## config.mk

```make
export PLATFORM = sky130hd
export DESIGN_NAME = data_mux_fsm
export DESIGN_NICKNAME = d
export VERILOG_FILES = /design/src/rtl/data_mux_pkg.sv /design/src/rtl/symbol_edge_detect.sv /design/src/rtl/data_mux_fsm.sv
export SDC_FILE = /design/constraint.sdc
export NUM_CORES = 1
export LEC_CHECK = 0
export BUFFER_PORTS_ARGS = -buffer_cell sky130_fd_sc_hd__buf_2
export CORE_ASPECT_RATIO = 1.75
export CORE_MARGIN = 2
export CORE_UTILIZATION = 58
export DETAILED_ROUTE_END_ITERATION = 16
export PLACE_DENSITY = 0.78
export REMOVE_ABC_BUFFERS = 1
export SYNTH_ARGS = -nofsm -noshare
export SYNTH_HDL_FRONTEND = slang
export SYNTH_SLANG_ARGS = --single-unit
```

## constraint.sdc

```tcl
create_clock -name clk -period 4.23 [get_ports clk]
set_input_delay 0.423 -clock clk [delete_from_list [all_inputs] [get_ports clk]]
set_output_delay 0.423 -clock clk [all_outputs]
set_load 0.01 [all_outputs]
```

## src/rtl/data_mux_pkg.sv

```systemverilog
// Shared types and constants for the data_mux_fsm time-division multiplexer.
package data_mux_pkg;

  localparam int DATA_W_DEF = 32;
  localparam int CNT_W_DEF  = 32;

  typedef enum logic [1:0] {
    IDLE  = 2'd0,
    S_DS1 = 2'd1,
    S_DS2 = 2'd2,
    S_DS3 = 2'd3
  } state_t;

  localparam logic [2:0] MODE_DS1   = 3'd1;
  localparam logic [2:0] MODE_DS12  = 3'd2;
  localparam logic [2:0] MODE_DS123 = 3'd3;

  // Modes 1..3 select streams; everything else forces a zero output.
  function automatic logic mode_active(input logic [2:0] m);
    return (m == MODE_DS1) || (m == MODE_DS12) || (m == MODE_DS123);
  endfunction

endpackage

```

## src/rtl/symbol_edge_detect.sv

```systemverilog
// Symbol strobe rising-edge detector.
// Default: 2-flop synchronizer then edge detect (sym_edge after 2 clk edges,
// so the symbol is captured on the 3rd edge).
// DATA_MUX_SYNC_BYPASS_EN: symbol_clk is already clk-synchronous, so the
// synchronizer is dropped and the symbol is captured on the 1st edge.
module symbol_edge_detect (
  input  logic clk,
  input  logic rst,
  input  logic symbol_clk,
  output logic sym_edge
);

`ifdef DATA_MUX_SYNC_BYPASS_EN
  logic s3;

  // Remember the previous strobe level for edge detection.
  always_ff @(posedge clk or negedge rst) begin
    if (!rst) s3 <= 1'b0;
    else      s3 <= symbol_clk;
  end

  assign sym_edge = symbol_clk & ~s3;
`else
  logic s1, s2, s3;

  // Two-flop synchronizer followed by a delay stage for edge detection.
  always_ff @(posedge clk or negedge rst) begin
    if (!rst) begin
      s1 <= 1'b0;
      s2 <= 1'b0;
      s3 <= 1'b0;
    end else begin
      s1 <= symbol_clk;
      s2 <= s1;
      s3 <= s2;
    end
  end

  assign sym_edge = s2 & ~s3;
`endif

endmodule

```

## src/rtl/data_mux_fsm.sv

```systemverilog
// Time-division multiplexer: captures up to three streams on each symbol edge
// and steps output_data through the active ones every switch_clk_cycles clks.
// Optional macro: DATA_MUX_SYNC_BYPASS_EN (removes the symbol synchronizer).
// Handshake note: there is no valid/ready; symbol_clk is a level strobe whose
// rising edge is the only event, and output_data is valid every cycle.
module data_mux_fsm
  import data_mux_pkg::*;
#(
  parameter int DATA_W = DATA_W_DEF,
  parameter int CNT_W  = CNT_W_DEF
) (
  input  logic              clk,
  input  logic              rst,
  input  logic              symbol_clk,
  input  logic [2:0]        mode,
  input  logic [CNT_W-1:0]  switch_clk_cycles,
  input  logic [DATA_W-1:0] DS1,
  input  logic [DATA_W-1:0] DS2,
  input  logic [DATA_W-1:0] DS3,
  output logic [DATA_W-1:0] output_data,
  output logic [1:0]        state_dbg
);

  localparam logic [CNT_W-1:0] CNT_ONE = {{(CNT_W-1){1'b0}}, 1'b1};

  state_t            state;
  logic [CNT_W-1:0]  cnt;
  logic [CNT_W-1:0]  cnt_inc;
  logic [CNT_W-1:0]  cap_switch;
  logic [2:0]        cap_mode;
  logic [DATA_W-1:0] cap_ds1, cap_ds2, cap_ds3;
  logic              sym_edge;
  logic              slot_done;

  symbol_edge_detect u_edge (
    .clk        (clk),
    .rst        (rst),
    .symbol_clk (symbol_clk),
    .sym_edge   (sym_edge)
  );

  // A switch count of 0 means "never switch"; the guard also keeps a
  // saturated counter from matching 0-1 = all ones.
  assign slot_done = (cap_switch != '0) && (cnt == (cap_switch - CNT_ONE));
  assign cnt_inc   = (&cnt) ? cnt : (cnt + CNT_ONE);
  assign state_dbg = state;

  // Shadow capture, slot counter, FSM and registered output in one block;
  // the symbol edge takes priority over any slot transition.
  always_ff @(posedge clk or negedge rst) begin
    if (!rst) begin
      state       <= IDLE;
      cnt         <= '0;
      cap_switch  <= '0;
      cap_mode    <= 3'd0;
      cap_ds1     <= '0;
      cap_ds2     <= '0;
      cap_ds3     <= '0;
      output_data <= '0;
    end else if (sym_edge) begin
      cap_switch <= switch_clk_cycles;
      cap_mode   <= mode;
      cap_ds1    <= DS1;
      cap_ds2    <= DS2;
      cap_ds3    <= DS3;
      cnt        <= '0;
      if (mode_active(mode)) begin
        state       <= S_DS1;
        output_data <= DS1;
      end else begin
        state       <= IDLE;
        output_data <= '0;
      end
    end else begin
      case (state)
        IDLE: begin
          output_data <= '0;
        end
        S_DS1: begin
          if (slot_done && (cap_mode == MODE_DS12 || cap_mode == MODE_DS123)) begin
            state       <= S_DS2;
            cnt         <= '0;
            output_data <= cap_ds2;
          end else begin
            cnt         <= cnt_inc;
            output_data <= cap_ds1;
          end
        end
        S_DS2: begin
          if (slot_done) begin
            cnt <= '0;
            if (cap_mode == MODE_DS123) begin
              state       <= S_DS3;
              output_data <= cap_ds3;
            end else begin
              state       <= S_DS1;
              output_data <= cap_ds1;
            end
          end else begin
            cnt         <= cnt_inc;
            output_data <= cap_ds2;
          end
        end
        S_DS3: begin
          if (slot_done) begin
            state       <= S_DS1;
            cnt         <= '0;
            output_data <= cap_ds1;
          end else begin
            cnt         <= cnt_inc;
            output_data <= cap_ds3;
          end
        end
        default: begin
          state       <= IDLE;
          cnt         <= '0;
          output_data <= '0;
        end
      endcase
    end
  end

endmodule

```

# After elaboration in Yosys (flattened, before gate mapping)

Index checks and enable logic that the tools add are counted.

$add $sub $neg: 2
Equal/unequal tests: 12
Muxes and demuxes: 19
Bitwise logic cells: 2
Reduce and logical (&&, ||, !) cells: 12

Operators with widths:

| kind                                               | count |
|---|---|
| two-way mux 32 bit                                 | 10 |
| one-hot mux 32 bit (4 select lines)                | 1 |
| one-hot mux 32 bit (2 select lines)                | 1 |
| adder 32 x 1 -> 32 bit, second input constant      | 1 |
| == test 32 bit                                     | 1 |
| AND reduction 32 bit                               | 1 |
| nonzero test 32 bit                                | 1 |
| subtractor 32 x 1 -> 32 bit, second input constant | 1 |
| == test 3 x 2 -> 1 bit, second input constant      | 4 |
| two-way mux 2 bit                                  | 5 |
| inequality test 3 bit, second input constant       | 3 |
| one-hot mux 2 bit (3 select lines)                 | 1 |
| == test 2 bit, second input constant               | 2 |
| AND reduction 4 bit                                | 1 |
| nonzero test 4 bit                                 | 1 |
| == test 3 x 1 -> 1 bit, second input constant      | 1 |
| logical OR 1 bit                                   | 3 |
| nonzero test 3 bit                                 | 1 |
| == test 2 x 1 -> 1 bit, second input constant      | 1 |
| logical AND 1 bit                                  | 2 |
| logical NOT 2 bit                                  | 1 |
| OR reduction 2 bit                                 | 1 |
| bitwise AND 1 bit                                  | 1 |
| two-way mux 1 bit                                  | 1 |
| inverter 1 bit                                     | 1 |

Register bits after elaboration: 200
Input bits: 134
Output and inout bits: 34

# Longest topological paths before layout

Depth after elaboration: 7
Depth in mapped cells: 12

# Hierarchy

From an unflattened synthesis, not the netlist that was laid out.

Cell total of the unflattened synthesis: 1269
Area, all modules: 12002.8 um^2

By module, submodules not included:

| module             | instances | cells an instance | area an instance (um^2) |
|---|---|---|---|
| data_mux_fsm       | 1         | 1265              | 11913.9 |
| symbol_edge_detect | 1         | 4                 | 88.8 |

# Worst setup path before layout

OpenSTA, ideal clock, no wires.

Path kind: flip-flop to flip-flop
Start: register cap_switch[0]
End: register output_data[30]
Setup time: 0.141 ns
Arrival: 2.920 ns
Data required time: 4.089 ns
Path slack: 1.169 ns
Stages on the path, launching flop included: 13
Period minus slack after synthesis: 3.061 ns
Cell sequence: dfrtp_1 -> inv_1 -> ha_1 -> or4b_4 -> or3_1 -> o31ai_1 -> nand3_1 -> nor4_2 -> and4_1 -> buf_6 -> buf_12 -> mux2i_1 -> o221ai_2

Cells in the longest elaborated chain, start to end: 7
Elaborated cells between the ends (all ways): 10

RTL lines:

| element                                 | line               | text |
|---|---|---|
| start: declaration                      | data_mux_fsm.sv:29 | `logic [CNT_W-1:0] cap_switch;` |
| start signal: assignment                | data_mux_fsm.sv:61 | `cap_switch <= switch_clk_cycles;` |
| subtractor 32 x 1 -> 32 bit             | data_mux_fsm.sv:44 | `assign slot_done = (cap_switch != '0) && (cnt == (cap_switch - CNT_ONE));` |
| == test 32 bit                          | data_mux_fsm.sv:44 |  |
| logical AND 1 bit (*)                   | data_mux_fsm.sv:44 |  |
| logical AND 1 bit                       | data_mux_fsm.sv:80 | `if (slot_done && (cap_mode == MODE_DS12 \|\| cap_mode == MODE_DS123)) begin` |
| two-way mux 32 bit                      | data_mux_fsm.sv:80 |  |
| one-hot mux 32 bit (4 select lines) (*) | data_mux_fsm.sv:75 | `case (state)` |
| two-way mux 32 bit (*)                  | data_mux_fsm.sv:60 | `end else if (sym_edge) begin` |
| end signal: assignment                  | data_mux_fsm.sv:83 | `output_data <= cap_ds2;` |
| end signal: assignment                  | data_mux_fsm.sv:86 | `output_data <= cap_ds1;` |
| end signal: assignment                  | data_mux_fsm.sv:94 | `output_data <= cap_ds3;` |
| end: declaration                        | data_mux_fsm.sv:20 | `output logic [DATA_W-1:0] output_data,` |

Mark *: on every way between the ends. The rest lies on a longest branch, timed or not.
A chain may end at the register's enable or synchronous reset.

# Worst setup path in the final report

Start: register cap_switch[24]
End: register output_data[9]

Same word-level chain as after synthesis.

==> impl_metrics.json <==
{
  "wl_per_cell_um": 18.0,
  "clock_tree.htree_level_count": 4,
  "reg2reg_setup_slack_ps": 390,
  "detailed_place_hpwl_um": 20300,
  "finalSetupViolations": 0,
  "grt_start_max_net_pins": 118,
  "top_level_ports": 168,
  "clock-skew-final_ps": 11.6,
  "timing.critical_path.from_type": "flop",
  "grt_setup_unrepaired": "no",
  "all_layer_gr_usage_pct": 30.4,
  "fp-row-count": 66,
  "power_density_nw_per_um2": 383,
  "floorplan.die_area_um2": 20300,
  "starting_density_of_the_core_pct": 59.4,
  "maxSlewHeadroom_pct": 31.2,
  "path_max_fanout": 34,
  "max_cap_viol_count": 0,
  "ir_drop_uv": 282,
  "syn_area_um2": 11100,
  "placed_area_um2": 12100,
  "coreArea_um2": 18700,
  "netSwitchingFraction_pct": 31.5,
  "cp_slowest_cell": "nor4_1",
  "reg2regPathDepth": 9,
  "intPower_mw": 3.32,
  "fmax_mhz": 260,
  "r2r-end": "output_data[9]$_DFF_PN0_",
  "crit-reg2reg-launch": "cap_switch[24]$_DFFE_PN0P_",
  "synth_ff_type": "dfrtp_1",
  "syn_avg_cell_area_um2": 8.66,
  "sequentialPowerShare_pct": 48.4,
  "layout.nets": 1538,
  "initial_antenna_violation_count": 0,
  "post_drt_via_cell_ratio": 5.93,
  "crit_path_required_time_ps": 4530,
  "yosys-top-cells-area": "dfrtp_1 (45%), nand2_1 (14%), mux2i_1 (12%), nor2_1 (3.1%), o221ai_1 (2.4%)",
  "setup.worst_path.end_class": "flop",
  "static_leakage_nw": 6.18,
  "ant_nets": 0,
  "drtPass1Iterations": 7,
  "worst_setup_hold_path_clk_slew_ps": 80,
  "grt_pass1_vias": 10007,
  "post_route_cells_drive_above_1_share_pct": 17.6,
  "place.gp.congestion": 0.885,
  "power.share.combinational_pct": 17.7,
  "die_h_um": 187,
  "critical_path_arrival_ps": 4130,
  "diodes": 0,
  "drt_iter0_drc": 520,
  "numPortBuffers": 167,
  "routed_wirelength_um": 29800,
  "min-delay-path-class": "in -> async",
  "cts_root_buf": "clkbuf_16",
  "layout.cell_area.non_filler_um2": 12700,
  "max-clock-path-buffers": 2,
  "final.period_utilization_pct": 90.8,
  "grt_pass1_wl_um": 48500,
  "asyncSetResetFlopFracSynth_pct": 100,
  "clkLatencyLatePin_ps": 450,
  "yosys.cell_types.count": 65,
  "post_layout_nonfiller_instances": 1653,
  "fraction_of_post_synthesis_cell_area_in_the_top_cell_type_by_area_pct": 45.1,
  "syn-instance-count": 1280,
  "worstMarginPinSlew_ps": 1030,
  "power.share.clock_pct": 33.9,
  "timing.final.crit_period_ps": 3840,
  "worst_path_largest_cell_delay_ps": 740,
  "cts_resized": 0,
  "seq_area_frac_synth_pct": 45.1,
  "drv_slew": 0,
  "cp_cell_sequence": "nor4_1, nand4_1, a2111oi_0, o22ai_1, nor4_2, and4_2, buf_12, mux2i_1, o221ai_1",
  "edff_count_synth": 0,
  "critPathKind": "reg -> reg",
  "post-cts-setup-buffer-count": 0,
  "placedCellCount": 1621,
  "status": "completed",
  "synth_top_area_cell": "dfrtp_1",
  "synth.yosys.warnings": 0,
  "detailroute.via_count": 9809,
  "tritoncts": "done",
  "post_cts_hold_fix_bufs": 0,
  "timing.final.hold_violations": 0,
  "numCtsBuffers": 17,
  "synth.ff_latch_count": 200,
  "gr-total-overflow": 0,
  "power_switching_mw": 1.53,
  "numClockSinks": 200,
  "route.detailed.drc": 0,
  "area_growth_syn_to_layout_pct": 14.2,
  "die-width_um": 109
}
## metrics by stage
stage / TNS (ps) / worst slack, ps / total power [mW] / hold slack (ps) / utilization, %
after floorplan: -297690 / -3710 / 2.87 / 127 / -
after global placement: 0 / 557 / 3.20 / 348 / 64.7
after detailed placement: 0 / 492 / 3.23 / 356 / 64.7
after CTS: 0 / 461 / 4.86 / 68.8 / 67.8
after global routing: 0 / 228 / 5.06 / 72.4 / 67.8
final: 0 / 391 / 4.85 / 82.0 / 67.8
## final cells by class
type | count | area (µm²)
Sequential cell | 200 | 5010
Fill cell | 1566 | 6000
Multi-Input combinational cell | 977 | 5670
Tap cell | 238 | 298
Timing Repair Buffer | 191 | 1050
Clock inverter | 15 | 156
Inverter | 15 | 56.3
Clock buffer | 17 | 425
## cell usage after synthesis (12+ instances only)
library cell,n
and3_1,13
o221ai_1,31
clkbuf_1,68
mux2i_1,129
a31oi_1,17
xnor2_1,30
dfrtp_1,200
nand2_1,426
nand3_1,33
nor3_1,19
inv_1,15
o21ai_0,15
nand4_1,29
nor2_1,92
xor2_1,12
## sequential cells by signal, summed over array words and instances (netlist names)
signal and count:
cap_ds1 32, cap_ds2 32, cap_ds3 32, cap_mode 3, cap_switch 32, cnt 32, output_data 32, state_dbg 2
u_edge.s1 1, u_edge.s2 1, u_edge.s3 1
## worst max-delay path: cells and delay by family, from the launching register on
kind                   cells  cell delay [ps]
and+or+nand+nor            4             1720
AOI/OAI and AO/OA          3              950
DFF                        1              480
buffers and inverters      1              280
muxes                      1              250
## routing by layer
| layer | GRT usage [%] | wire, µm | vias up |
|---|---|---|---|
| li1 | - | - | 4654 |
| met1 | 35.3 | 11200 | 4730 |
| met2 | 53.7 | 16000 | 338 |
| met3 | 4.36 | 1310 | 87 |
| met4 | 14.7 | 1240 | 0 |
| met5 | 0 | 0 | - |
## power groups by stage
stage | registers, mW | clock network, mW | logic, mW
6_report | 2.34 | 1.65 | 0.858
5_1_grt | 2.37 | 1.72 | 0.962
4_1_cts | 2.34 | 1.65 | 0.862
3_5_place_dp | 2.38 | 0 | 0.854
3_3_place_gp | 2.37 | 0 | 0.831
2_1_floorplan | 2.33 | 0 | 0.545
## cells by family (layout without fill, tap and decap cells)
group | after synthesis | count (layout) | share of synthesized area [%]
compound gates | 122 | 122 | 8.40
xor+xnor | 42 | 42 | 3.32
fa+ha+maj | 2 | 2 | 0.226
buf+inv | 103 | 238 | 4.07
flops | 200 | 200 | 45.1
mux | 129 | 129 | 11.6
simple gates | 682 | 682 | 27.2
## worst max-delay path by stage
stage                               startpoint                   endpoint  slack, ps  cells past startpoint
floorplan                  u_edge.s3$_DFF_PN0_        cnt[14]$_DFFE_PN0P_      -3710                      4
global placement     cap_switch[5]$_DFFE_PN0P_  output_data[30]$_DFF_PN0_        560                      9
detailed placement  cap_switch[24]$_DFFE_PN0P_  output_data[21]$_DFF_PN0_        490                      9
CTS                  cap_switch[5]$_DFFE_PN0P_   output_data[9]$_DFF_PN0_        460                      9
global route         cap_switch[5]$_DFFE_PN0P_  output_data[31]$_DFF_PN0_        230                      9
finish              cap_switch[24]$_DFFE_PN0P_   output_data[9]$_DFF_PN0_        390                      9
## placed cells by master (no fill, tap or decap), types with 18 or more instances in the layout
cell type  count
buf_2        166
dfrtp_1      199
o221ai_1      31
nand3_1       32
mux2i_1      129
nand2_1      425
nor2_1        92
nand4_1       29
buf_4         22
nor3_1        18
xnor2_1       30
Power figures use the tool's default switching activity.
